$ cat src/rtl/serial_subtractor.sv
// Bit-serial unsigned subtractor: computes (A - B) mod 2^WIDTH one bit per
// clock, LSB first, with a registered borrow. Operands are parallel-loaded on
// the accepting edge; the full difference and final borrow are presented
// together with a one-cycle done pulse.
module serial_subtractor #(
    parameter int unsigned WIDTH = 8
) (
    input  logic             clk,
    input  logic             rst,
    input  logic             start,
    input  logic [WIDTH-1:0] a_in,
    input  logic [WIDTH-1:0] b_in,
    output logic             busy,
    output logic             done,
    output logic [WIDTH-1:0] diff_out,
    output logic             borrow_out,
    output logic             diff_bit,
    output logic             diff_bit_valid
);

    localparam int unsigned CW = (WIDTH > 1) ? $clog2(WIDTH) : 1;
    localparam logic [CW-1:0] LAST_BIT = CW'(WIDTH - 1);

    typedef enum logic [1:0] {
        ST_IDLE,
        ST_RUN,
        ST_DONE
    } state_t;

    state_t           state_q, state_d;
    logic [WIDTH-1:0] a_q, a_d;
    logic [WIDTH-1:0] b_q, b_d;
    logic [WIDTH-1:0] sr_q, sr_d;
    logic [WIDTH-1:0] diff_q, diff_d;
    logic [CW-1:0]    cnt_q, cnt_d;
    logic             br_q, br_d;
    logic             borrow_q, borrow_d;
    logic             bit_q, bit_d;
    logic             valid_q, valid_d;
    logic             busy_q, busy_d;
    logic             done_q, done_d;

    logic             a_bit;
    logic             b_bit;
    logic             d_bit;
    logic             br_next;
    logic [WIDTH-1:0] sr_shifted;

    // Full-subtractor slice for the bit currently selected by the counter.
    always_comb begin
        a_bit      = a_q[cnt_q];
        b_bit      = b_q[cnt_q];
        d_bit      = a_bit ^ b_bit ^ br_q;
        br_next    = (~a_bit & b_bit) | (~(a_bit ^ b_bit) & br_q);
        sr_shifted = {d_bit, sr_q[WIDTH-1:1]};
    end

    // Next-state and next-output computation for the IDLE/RUN/DONE sequencer.
    always_comb begin
        state_d  = state_q;
        a_d      = a_q;
        b_d      = b_q;
        sr_d     = sr_q;
        diff_d   = diff_q;
        cnt_d    = cnt_q;
        br_d     = br_q;
        borrow_d = borrow_q;
        bit_d    = bit_q;
        valid_d  = valid_q;
        busy_d   = busy_q;
        done_d   = 1'b0;

        case (state_q)
            ST_IDLE: begin
                valid_d = 1'b0;
                busy_d  = 1'b0;
                if (start) begin
                    a_d     = a_in;
                    b_d     = b_in;
                    sr_d    = '0;
                    br_d    = 1'b0;
                    cnt_d   = '0;
                    busy_d  = 1'b1;
                    state_d = ST_RUN;
                end
            end
            ST_RUN: begin
                sr_d    = sr_shifted;
                br_d    = br_next;
                bit_d   = d_bit;
                valid_d = 1'b1;
                busy_d  = 1'b1;
                cnt_d   = cnt_q + CW'(1);
                if (cnt_q == LAST_BIT) begin
                    diff_d   = sr_shifted;
                    borrow_d = br_next;
                    done_d   = 1'b1;
                    state_d  = ST_DONE;
                end
            end
            ST_DONE: begin
                valid_d = 1'b0;
                busy_d  = 1'b0;
                state_d = ST_IDLE;
            end
            default: begin
                state_d = ST_IDLE;
                busy_d  = 1'b0;
                valid_d = 1'b0;
            end
        endcase
    end

    // State and output registers; reset abandons any in-flight operation.
    always_ff @(posedge clk or posedge rst) begin
        if (rst) begin
            state_q  <= ST_IDLE;
            a_q      <= '0;
            b_q      <= '0;
            sr_q     <= '0;
            diff_q   <= '0;
            cnt_q    <= '0;
            br_q     <= 1'b0;
            borrow_q <= 1'b0;
            bit_q    <= 1'b0;
            valid_q  <= 1'b0;
            busy_q   <= 1'b0;
            done_q   <= 1'b0;
        end else begin
            state_q  <= state_d;
            a_q      <= a_d;
            b_q      <= b_d;
            sr_q     <= sr_d;
            diff_q   <= diff_d;
            cnt_q    <= cnt_d;
            br_q     <= br_d;
            borrow_q <= borrow_d;
            bit_q    <= bit_d;
            valid_q  <= valid_d;
            busy_q   <= busy_d;
            done_q   <= done_d;
        end
    end

    assign busy           = busy_q;
    assign done           = done_q;
    assign diff_out       = diff_q;
    assign borrow_out     = borrow_q;
    assign diff_bit       = bit_q;
    assign diff_bit_valid = valid_q;

endmodule

$ cat config.mk
export PLATFORM = sky130hd
export DESIGN_NAME = serial_subtractor
export DESIGN_NICKNAME = d
export VERILOG_FILES = /design/src/rtl/serial_subtractor.sv
export SDC_FILE = /design/constraint.sdc
export NUM_CORES = 1
export LEC_CHECK = 0
export ABC_CLOCK_PERIOD_IN_PS = 2100
export CAP_MARGIN = 5
export CORE_ASPECT_RATIO = 1.1
export CORE_MARGIN = 1
export CORE_UTILIZATION = 46
export CTS_CLUSTER_SIZE = 24
export DETAILED_ROUTE_END_ITERATION = 7
export GPL_TIMING_DRIVEN = 0
export PLACE_DENSITY = 0.74
export SYNTH_ARGS = -nofsm -noshare
export SYNTH_HDL_FRONTEND = slang
export SYNTH_SLANG_ARGS = --single-unit
$ cat constraint.sdc
create_clock -name clk -period 2.1 [get_ports clk]
set_input_delay 0.21 -clock clk [delete_from_list [all_inputs] [get_ports clk]]
set_output_delay 0.21 -clock clk [all_outputs]
set_load 0.02 [all_outputs]
-- Word-level counts from Yosys, hierarchy flattened
Cells that the tools add are included.
- bits in registers: 43
- input port bits: 19
- output and inout bits: 13
- word-level logic and storage cells: 49
- add/sub/neg operators: 1
- magnitude comparators: 1
- eq/ne operators: 4
- muxes and demuxes: 18
- bitwise operators: 7
- reduce and logical (&&, ||, !) cells: 6
- operators by type and width (operator ; count):
    one-hot mux 8 bit (2 select lines) ; 1
    two-way mux 8 bit ; 1
    AND reduction 2 bit ; 4
    two-way mux 1 bit ; 7
    binary-select mux 1 bit (select 3 bit) ; 2
    one-hot mux 3 bit (2 select lines) ; 1
    less-than comparator 3 x 4 -> 1 bit (second input constant) ; 1
    two-way mux 2 bit ; 2
    != test 2 bit (second input constant) ; 2
    one-hot mux 1 bit (2 select lines) ; 2
    one-hot mux 2 bit (2 select lines) ; 1
    adder 3 x 1 -> 3 bit (second input constant) ; 1
    equality test 3 bit (second input constant) ; 1
    two-way mux 3 bit ; 1
    AND 1 bit ; 2
    equality test 2 x 1 -> 1 bit (second input constant) ; 1
    logical NOT 2 bit ; 1
    NOT 1 bit ; 2
    nonzero test 2 bit ; 1
    bitwise XOR 1 bit ; 2
    bitwise OR 1 bit ; 1

-- Depth between registers and ports, before layout
Gate-level depths: netlist of the first run.
- word-level depth: 7
- mapped depth: 6
- depth with buffers taken out: 5

-- Worst setup path before layout of the first run
Ideal clock, no wire load.
- path type: flip-flop to flip-flop
- from: reg cnt_q[0]
- to: reg br_q
- setup time: 0.096 ns
- arrival time: 2.156 ns
- data required time: 2.004 ns
- path slack: -0.152 ns
- cell stages (with the launch flop): 7
- path buffers: 1
- period minus slack after synthesis: 2.252 ns
- path through: dfrtp_1 -> buf_6 -> mux4_1 -> mux2_2 -> fa_1 -> or3b_2 -> o31ai_1
- cells in the longest elaborated chain, start to end: 7
- elaborated cells between the ends (all ways): 11
- classes of those cells: mux (5); bitwise (6)
- RTL lines (element ; line ; source):
    start, declared ; 35 ; logic [CW-1:0] cnt_q, cnt_d;
    start signal, assigned ; 135 ; cnt_q <= cnt_d;
    binary-select mux 1 bit (select 3 bit), on equally long branches ; 51, 52 ;
    two-way mux 1 bit, on equally long branches ; 51, 52 ;
    bitwise XOR 1 bit ; 54 ; br_next = (~a_bit & b_bit) | (~(a_bit ^ b_bit) & br_q);
    NOT 1 bit ; 54 ;
    AND 1 bit ; 54 ;
    bitwise OR 1 bit (*) ; 54 ;
    one-hot mux 1 bit (2 select lines) (*) ; 73 ; case (state_q)
    end signal, assigned ; 136 ; br_q <= br_d;
    end, declared ; 36 ; logic br_q, br_d;
Mark *: on every way between the ends. The rest lies on a longest branch, timed or not. The select of a mux whose other input is x is not followed.
A chain may end at the register's enable or synchronous reset.

-- Final worst setup path of the first run
Ends and elaborated chain as after synthesis.

==> results of run 1 <==
==> registers in the layout, indices dropped and copies added (netlist names), 2 cells and up <==
register,count
a_q,8
b_q,8
cnt_q,3
diff_out,8
sr_q,7
state_q,2
==> area by class of cell <==
type	instances	area (sq um)
plain buffers	7	41.3
clock buffers	7	76.3
clock inverters	1	30.0
fillers	298	1390
inverters	15	56.3
multi-input cells	60	678
flip-flops and latches	42	1050
well taps	50	62.6
repair buffers	33	325
==> through the flow <==
stage	utilization, %	std cells	power (mW)	setup WS, ps
global route	62.5	215	4.05	-170
global placement	59.0	205	3.03	-107
CTS	62.4	215	3.80	-123
detailed placement	59.0	205	3.13	-151
floorplan	-	124	2.58	-22.4
finish	62.5	215	3.78	-122
==> cell usage in the layout, fill, tap and decap left out <==
master / synthesis / layout
buf_2: 3 / 3
buf_4: 1 / 3
buf_6: 1 / 1
bufinv_16: 0 / 1
clkbuf_1: 2 / 4
clkbuf_8: 0 / 5
clkdlybuf4s50_1: 0 / 31
dfrtp_1: 42 / 42
fa_2: 0 / 1
ha_1: 2 / 2
inv_1: 15 / 14
inv_2: 0 / 1
mux2_2: 26 / 24
mux2_4: 0 / 2
mux2i_1: 3 / 3
mux4_1: 4 / 2
mux4_2: 0 / 2
nand2b_1: 1 / 1
nand3b_1: 9 / 9
nor3b_4: 1 / 1
o21ba_2: 1 / 1
o21bai_1: 1 / 1
o2bb2ai_1: 1 / 1
o31ai_1: 9 / 8
o31ai_2: 0 / 1
or3b_4: 0 / 1
==> power groups by stage <==
| stage | clock network, mW | registers, mW | logic (mW) |
|---|---|---|---|
| after floorplan | 0 | 1.53 | 1.05 |
| after global placement | 0 | 1.42 | 1.62 |
| after detailed placement | 0 | 1.45 | 1.68 |
| after CTS | 0.633 | 1.43 | 1.74 |
| after global routing | 0.663 | 1.48 | 1.90 |
| final | 0.616 | 1.42 | 1.74 |
==> per-layer routing <==
metal	GRT usage, %	vias to the layer above	routed length, microns	part of all wire, %
met1	20.8	574	1280	41
met4	6.39	0	51	1.6
met2	31.0	29	1670	53
met5	0	-	0	0
met3	5.29	8	122	3.9
li1	-	517	-	-
==> kinds of logic (layout without fill, tap and decap cells) <==
family / count (synthesis) / in the layout / share of synthesized area, %
compound gates: 12 / 12 / 5.17
fa+ha+maj: 3 / 3 / 2.48
buf+inv: 22 / 63 / 5.37
flops: 42 / 42 / 57.9
mux: 33 / 33 / 23.6
simple gates: 12 / 12 / 5.58
==> path summary, 6_finish.rpt <==
kind | slack [ps] | to | cells after the start
setup / recovery | -120 | br_q$_DFFE_PP0P_ | 6
hold / removal | 410 | diff_out[0]$_DFFE_PP0P_ | 2
setup reg to reg | -120 | br_q$_DFFE_PP0P_ | 6
hold reg to reg | 500 | b_q[3]$_DFFE_PP0P_ | 1
max in group asynchronous | 1170 | diff_out[7]$_DFFE_PP0P_ | 2
min in group clk | 500 | b_q[3]$_DFFE_PP0P_ | 1
==> timing repair <==
action,CTS,global route
endpoints found under the setup margin,4,4
setup buffers,2,0
cloned,0,0
pin swaps,1,0
gates resized for setup,1,1
==> impl_metrics.py, run 1 <==
metrics = {
    "placed_design": {
        "hpwl_microns": 2210,
        "gp_congestion": 0.798,
        "dpl_cell_area_sq_um": 2190,
        "portBuffers": 31,
    },
    "route": {
        "vias_per_cell": 5.25,
        "antenna_left": 0,
        "wl_microns": 3120,
        "vias": 1128,
        "firstDrtPassIters": 4,
        "post_drt_wl_per_cell_microns": 14.5,
        "drt_iter0_markers": 17,
        "drt_drc_violations_left": 0,
    },
    "synthesis": {
        "syn_area_sq_um": 1820,
        "syn_inst": 124,
        "yosysUniqueCellTypes": 19,
        "ys.flop_type": "dfrtp_1",
        "synth_top_cell_by_area": "dfrtp_1",
        "synth_area_leaders": "dfrtp_1 58%, mux2_2 16%, mux4_1 5.8%, nand3b_1 3.7%, o31ai_1 3.7%",
        "synth_nets": 146,
        "synthArstFlopShare_pct": 100,
        "synth_edf_count": 0,
        "seq_area_frac_synth_pct": 57.9,
        "avgSynthCellArea_sq_um": 14.7,
        "ys_ff_latch": 42,
        "yosysMostFrequentCell": "dfrtp_1",
        "synth_top_area_share_pct": 57.9,
        "yosys_warnings": 0,
        "ys_top_cells_by_count": "42 x dfrtp_1, 26 x mux2_2, 15 x inv_1",
    },
    "power": {
        "pwr-share-clk_pct": 16.3,
        "power.leakage_nw": 1.02,
        "combPwrFrac_pct": 46.1,
        "powerDensity_nw_per_um2": 1630,
        "ir_drop_uv": 720,
        "switchingPower_mw": 1.22,
        "p_int_mw": 2.56,
        "p_seq_share_pct": 37.6,
        "swShare_pct": 32.2,
    },
    "timing": {
        "worst_slew_margin_rel_pct": 44.4,
        "timing.final.crit_share_pct": 106,
        "fin_crit_ps": 2220,
        "worst_pin_slew_ps": 833,
        "timing.fmax_mhz": 450,
        "fin_ws_ps": -122,
        "rsz0062_at_grt": "true",
        "finClkSkew_ps": 7.78,
        "finalMaxSlewViolations": 0,
        "final_hold_viol_count": 0,
        "setup_violations": 3,
        "tns_ps": -257,
        "holdWs_ps": 405,
    },
    "clocking": {
        "cts_tree": "done",
        "clkSinkCount": 42,
        "clk_pin_slew_ps": 80,
        "cts-buffers-inserted": 5,
        "cts_root_buffer": "clkbuf_8",
        "ctsHoldBuffers": 0,
        "insertion_delay_ps": 290,
        "h-tree-depth": 2,
        "clock_path_buffers": 2,
    },
    "die": {
        "num_io_pins": 32,
        "die_x_microns": 61.9,
        "core_sq_um": 3710,
        "chipHeight_microns": 67.9,
        "rows": 23,
        "dieArea_sq_um": 4200,
        "initial_core_util_pct": 48.9,
    },
    "global_routing": {
        "grt_antenna_before_repair": 0,
        "track_usage_pct": 17.9,
        "gr-total-overflow": 0,
        "grt_pass1_vias": 1213,
        "grt_first_pass_wirelength_microns": 5400,
        "grt_max_degree": 43,
    },
    "cells_and_area": {
        "num_antenna_cells": 0,
        "fin_area_sq_um": 2320,
        "drive_gt1_share_pct": 28.5,
        "nets": 186,
        "area_delta_synth_final_pct": 27.8,
    },
    "outcome": {
        "violations": "setup timing",
        "status": "finished, violations left",
    },
    "setup_path": {
        "setup.worst_path.start": "cnt_q[0]$_DFFE_PP0P_",
        "path_class": "flop to flop",
        "crit_required_ps": 2300,
        "critPathTopFamily": "multiplexers",
        "critPathLaunchType": "flop",
        "crit_arrival_ps": 2420,
        "r2r_start": "cnt_q[0]$_DFFE_PP0P_",
        "max_stage_delay_ps": 500,
        "cp_cell_sequence": "buf_6 > mux4_2 > mux2_4 > fa_2 > or3b_4 > o31ai_2",
        "crit_path_end_kind": "flop",
        "cpMaxStageDelayCell": "mux4_2",
        "crit_fanout": 5,
        "crit_buf_inv": 1,
    },
    "flow_run": {
        "drv_cap": 0,
    },
    "worst_hold_path": {
        "min_path_type": "input pin to asynchronous set/reset pin",
    },
}
Note: power is estimated with default switching activity, not from simulation.
==> inputs of run 2 (changes only) <==
==> config.mk (replaced) <==
export PLATFORM = sky130hd
export DESIGN_NAME = serial_subtractor
export DESIGN_NICKNAME = d
export VERILOG_FILES = /design/src/rtl/serial_subtractor.sv
export SDC_FILE = /design/constraint.sdc
export NUM_CORES = 1
export LEC_CHECK = 0
export ABC_CLOCK_PERIOD_IN_PS = 2800
export CAP_MARGIN = 5
export CORE_ASPECT_RATIO = 1.1
export CORE_MARGIN = 1
export CORE_UTILIZATION = 55
export CTS_CLUSTER_SIZE = 24
export DETAILED_ROUTE_END_ITERATION = 7
export PLACE_DENSITY = 0.83
export SYNTH_ARGS = -nofsm -noshare
export SYNTH_HDL_FRONTEND = slang
export SYNTH_SLANG_ARGS = --single-unit
==> constraint.sdc (replaced) <==
create_clock -name clk -period 2.8 [get_ports clk]
set_input_delay 0.28 -clock clk [delete_from_list [all_inputs] [get_ports clk]]
set_output_delay 0.28 -clock clk [all_outputs]
set_load 0.02 [all_outputs]
==> run 2 against run 1 <==
The flow finishes with violations (DRC); non-clock buffer count decreased by 6; die area decreased by 16%; flip-flop and latch count unchanged; worst setup slack improved by 470 ps; power decreased by 33%; first-iteration DRC count increased by 29%; highest routed layer unchanged.
==> impl_metrics.py, run 2 (same netlist as run 1, synthesis figures left out) <==
metrics = {
    "outcome": {
        "status": "finished, violations left",
        "violations": "DRC",
    },
    "setup_path": {
        "cpMaxStageDelayCell": "mux4_1",
        "r2r_slack_ps": 350,
        "crit_path_end_kind": "flop",
        "setup.worst_path.start": "cnt_q[0]$_DFFE_PP0P_",
        "max_stage_delay_ps": 590,
        "reg2reg_to": "br_q$_DFFE_PP0P_",
        "crit_fanout": 6,
        "cp_cell_sequence": "mux4_1 > mux2_2 > fa_1 > or3b_2 > o31ai_1",
        "r2r_start": "cnt_q[0]$_DFFE_PP0P_",
        "path_class": "flop to flop",
        "crit_arrival_ps": 2710,
        "crit_end": "br_q$_DFFE_PP0P_",
        "ff2ff_path_depth": 5,
        "critPathLaunchType": "flop",
        "crit_required_ps": 3060,
    },
    "cells_and_area": {
        "stdcell_count": 191,
        "postLayoutCoreUtil_pct": 71.0,
        "area_delta_synth_final_pct": 21.2,
        "drive_gt1_share_pct": 24.2,
        "layout_commonest_cell": "dfrtp_1",
        "layout.cells.most_common_list": "42 x dfrtp_1, 31 x clkdlybuf4s50_1, 26 x mux2_2",
        "num_antenna_cells": 0,
        "fin_area_sq_um": 2200,
        "nets": 180,
    },
    "clocking": {
        "cts_setup_buffers": 0,
        "clk_pin_slew_ps": 110,
        "post_cts_resized": 0,
        "cts-buffers-inserted": 5,
        "insertion_delay_ps": 340,
        "clkSinkCount": 42,
        "h-tree-depth": 2,
        "cts_tree": "done",
        "ctsHoldBuffers": 0,
        "cts_root_buffer": "clkbuf_4",
        "clock_path_buffers": 2,
    },
    "die": {
        "rows": 21,
        "die_x_microns": 56.8,
        "num_io_pins": 32,
        "dieArea_sq_um": 3540,
        "core_sq_um": 3100,
        "chipHeight_microns": 62.3,
        "initial_core_util_pct": 58.6,
    },
    "placed_design": {
        "dp.cells": 185,
        "pre_cts_slack_ps": 385,
        "gp_congestion": 0.689,
        "hpwl_microns": 2180,
        "dpl_cell_area_sq_um": 2150,
        "portBuffers": 31,
    },
    "timing": {
        "tns_ps": 0,
        "worst_slew_margin_rel_pct": 61.3,
        "holdWs_ps": 352,
        "timing.fmax_mhz": 408,
        "setup_violations": 0,
        "fin_ws_ps": 351,
        "timing.final.crit_share_pct": 87.5,
        "rsz0062_at_grt": "false",
        "finalMaxSlewViolations": 0,
        "final_hold_viol_count": 0,
        "worst_pin_slew_ps": 579,
        "finClkSkew_ps": 6.74,
        "fin_crit_ps": 2450,
    },
    "global_routing": {
        "grt_max_degree": 43,
        "track_usage_pct": 20.3,
        "use_met2_pct": 34.4,
        "gr-total-overflow": 0,
        "grt_use_met3_pct": 6.46,
        "grt_first_pass_wirelength_microns": 5290,
        "grt_pass1_vias": 1161,
        "met1_usage_pct": 22.9,
        "grt_antenna_before_repair": 0,
        "gr-max-usage-layer": "met2",
    },
    "power": {
        "p_total_mw": 2.53,
        "powerDensity_nw_per_um2": 1150,
        "power.leakage_nw": 0.982,
        "ir_drop_uv": 612,
    },
    "route": {
        "drt_drc_violations_left": 5,
        "antenna_left": 0,
        "firstDrtPassIters": 6,
        "wl_microns": 3060,
        "vias_per_cell": 5.70,
        "drt_iter0_markers": 22,
        "post_drt_wl_per_cell_microns": 16.0,
        "vias": 1088,
    },
    "worst_hold_path": {
        "min_path_type": "input pin to asynchronous set/reset pin",
    },
    "flow_run": {
        "drv_cap": 0,
    },
}
[run 2: worst min-delay path by stage]
stage                  startpoint                       to  slack [ps]  cells past startpoint
2_1_floorplan             a_in[0]       a_q[0]$_DFFE_PP0P_         430                      1
3_3_place_gp   b_q[5]$_DFFE_PP0P_       b_q[5]$_DFFE_PP0P_         480                      1
3_5_place_dp   a_q[4]$_DFFE_PP0P_       a_q[4]$_DFFE_PP0P_         490                      1
4_1_cts                       rst         br_q$_DFFE_PP0P_         360                      3
5_1_grt                       rst  diff_out[0]$_DFFE_PP0P_         390                      3
6_report                      rst      sr_q[1]$_DFFE_PP0P_         350                      3
[run 2: worst max-delay path: cells and delay by family, from the launching register on]
family,cells,cell delay [ps]
and+or+nand+nor,1,460
adders and majority gates,1,410
DFF,1,520
AOI/OAI and AO/OA,1,80
muxes,2,900
[run 2: layout make-up]
cell class              count  area, sq um
inverters                  15         56.3
multi-input cells          60          668
fillers                   236          898
well taps                  34         42.5
flip-flops and latches     42         1050
clock buffers               6         51.3
repair buffers             34          333
[run 2: power by group]
group	internal [mW]	switching, mW	leakage [nW]	total, mW
sequential	0.901	0.209	0.506	1.11
combinational	0.652	0.481	0.446	1.13
clock	0.113	0.175	0.0302	0.288
[run 2: per-layer routing]
layer | vias to the layer above | part of all wire, % | routed length, microns
met2 | 31 | 54 | 1640
li1 | 497 | - | -
met1 | 556 | 40 | 1210
met4 | 0 | 1.9 | 59
met5 | - | 0 | 0
met3 | 4 | 4.8 | 147
==> inputs of run 3 (changes only) <==
--- a/config.mk
+++ b/config.mk
@@ -12,7 +12,7 @@
 export CORE_UTILIZATION = 55
 export CTS_CLUSTER_SIZE = 24
 export DETAILED_ROUTE_END_ITERATION = 7
-export PLACE_DENSITY = 0.83
+export PLACE_DENSITY = 0.89
 export SYNTH_ARGS = -nofsm -noshare
 export SYNTH_HDL_FRONTEND = slang
 export SYNTH_SLANG_ARGS = --single-unit
==> run 3 against run 2 <==
The flow still finishes with violations (DRC); clock-buffer cell count rose by 1; flip-flop and latch count did not move; via count rose by 0.55%; routed wire length fell by 4.1%; sequential share of layout area fell by 0.19 points; worst hold slack got worse by 11 ps; maximum frequency rose by 1.9%; largest cell class unchanged.
==> impl_metrics.py, run 3 (same netlist as run 1, synthesis figures left out) <==
metrics = {
    "outcome": {
        "status": "finished, violations left",
        "violations": "DRC",
    },
    "die": {
        "num_io_pins": 32,
        "initial_core_util_pct": 58.6,
        "rows": 21,
        "dieArea_sq_um": 3540,
        "core_sq_um": 3100,
        "chipHeight_microns": 62.3,
        "die_x_microns": 56.8,
    },
    "timing": {
        "holdWs_ps": 341,
        "timing.fmax_mhz": 416,
        "finalMaxSlewViolations": 0,
        "final_hold_viol_count": 0,
        "worst_slew_margin_rel_pct": 62.6,
        "worst_pin_slew_ps": 560,
        "rsz0062_at_grt": "false",
        "setup_violations": 0,
        "fin_crit_ps": 2400,
        "timing.final.crit_share_pct": 85.8,
        "tns_ps": 0,
        "finClkSkew_ps": 14.0,
    },
    "power": {
        "powerDensity_nw_per_um2": 1140,
        "power.leakage_nw": 0.987,
        "ir_drop_uv": 570,
        "p_total_mw": 2.52,
    },
    "flow_run": {
        "drv_cap": 0,
    },
    "route": {
        "vias_per_cell": 5.67,
        "drt_iter0_markers": 29,
        "firstDrtPassIters": 6,
        "antenna_left": 0,
        "drt_drc_violations_left": 4,
        "post_drt_wl_per_cell_microns": 15.2,
        "wl_microns": 2930,
        "vias": 1094,
    },
    "clocking": {
        "cts_root_buffer": "clkbuf_4",
        "clock_path_buffers": 2,
        "cts_setup_buffers": 0,
        "clkSinkCount": 42,
        "ctsHoldBuffers": 0,
        "clk_pin_slew_ps": 120,
        "cts_tree": "done",
        "post_cts_resized": 0,
        "insertion_delay_ps": 350,
        "cts-buffers-inserted": 5,
        "h-tree-depth": 2,
    },
    "setup_path": {
        "crit_arrival_ps": 2660,
        "reg2reg_to": "br_q$_DFFE_PP0P_",
        "r2r_slack_ps": 400,
        "crit_fanout": 6,
        "path_class": "flop to flop",
        "critPathLaunchType": "flop",
        "crit_required_ps": 3060,
        "ff2ff_path_depth": 5,
        "r2r_start": "cnt_q[0]$_DFFE_PP0P_",
        "crit_path_end_kind": "flop",
    },
    "cells_and_area": {
        "layout_commonest_cell": "dfrtp_1",
        "num_antenna_cells": 0,
        "area_delta_synth_final_pct": 21.7,
        "drive_gt1_share_pct": 24.5,
        "stdcell_count": 193,
        "nets": 180,
        "layout.cells.most_common_list": "42 x dfrtp_1, 31 x clkdlybuf4s50_1, 26 x mux2_2",
        "postLayoutCoreUtil_pct": 71.3,
    },
    "placed_design": {
        "dp.cells": 185,
        "gp_congestion": 0.684,
        "portBuffers": 31,
        "hpwl_microns": 2090,
    },
    "global_routing": {
        "gr-total-overflow": 0,
        "grt_pass1_vias": 1172,
        "grt_max_degree": 43,
        "track_usage_pct": 19.7,
        "grt_antenna_before_repair": 0,
        "grt_first_pass_wirelength_microns": 5180,
    },
    "worst_hold_path": {
        "min_path_type": "input pin to asynchronous set/reset pin",
    },
}
[run 3: changes by cell type in the layout (fill, tap and decap cells not counted), sizes merged]
cell	delta
clkbuf	+1
clkinv	+1
[run 3: worst max path at each step]
stage                    startpoint                to  slack, ps
4_1_cts        cnt_q[0]$_DFFE_PP0P_  br_q$_DFFE_PP0P_        380
6_report       cnt_q[0]$_DFFE_PP0P_  br_q$_DFFE_PP0P_        400
3_3_place_gp   cnt_q[0]$_DFFE_PP0P_  br_q$_DFFE_PP0P_        470
2_1_floorplan  cnt_q[0]$_DFFE_PP0P_  br_q$_DFFE_PP0P_        550
3_5_place_dp   cnt_q[0]$_DFFE_PP0P_  br_q$_DFFE_PP0P_        400
5_1_grt        cnt_q[0]$_DFFE_PP0P_  br_q$_DFFE_PP0P_        280
[run 3: stage by stage]
stage	area (sq um)	setup WS [ps]
final	2210	396
after global routing	2210	284
after CTS	2210	380
after detailed placement	2150	398
after global placement	2150	474
after floorplan	1820	548
[run 3: area by class of cell]
| cell class | instances | area [sq um] |
|---|---|---|
| Clock buffer | 7 | 55.1 |
| Fill cell | 235 | 890 |
| Multi-Input combinational cell | 60 | 668 |
| Tap cell | 34 | 42.5 |
| Sequential cell | 42 | 1050 |
| Clock inverter | 1 | 5.00 |
| Timing Repair Buffer | 34 | 333 |
| Inverter | 15 | 56.3 |
[run 3: power by group]
| part | internal (mW) | total [mW] | switching, mW |
|---|---|---|---|
| sequential | 0.901 | 1.10 | 0.201 |
| clock | 0.122 | 0.308 | 0.186 |
| combinational | 0.650 | 1.11 | 0.464 |
| total | 1.67 | 2.52 | 0.851 |
[run 3: critical path, cell delays in order, from the launching register on]
cell and delay (ps):
dfrtp_1 510, mux4_1 590, mux2_2 290, fa_1 400, or3b_2 440, o31ai_1 80
[run 3: routing by layer]
| metal | part of all wire (%) | vias up | global-route usage [%] |
|---|---|---|---|
| met4 | 1.7 | 0 | 7.62 |
| li1 | - | 509 | - |
| met5 | 0 | - | 0 |
| met2 | 54 | 26 | 35.3 |
| met1 | 40 | 554 | 20.8 |
| met3 | 4.7 | 5 | 6.88 |
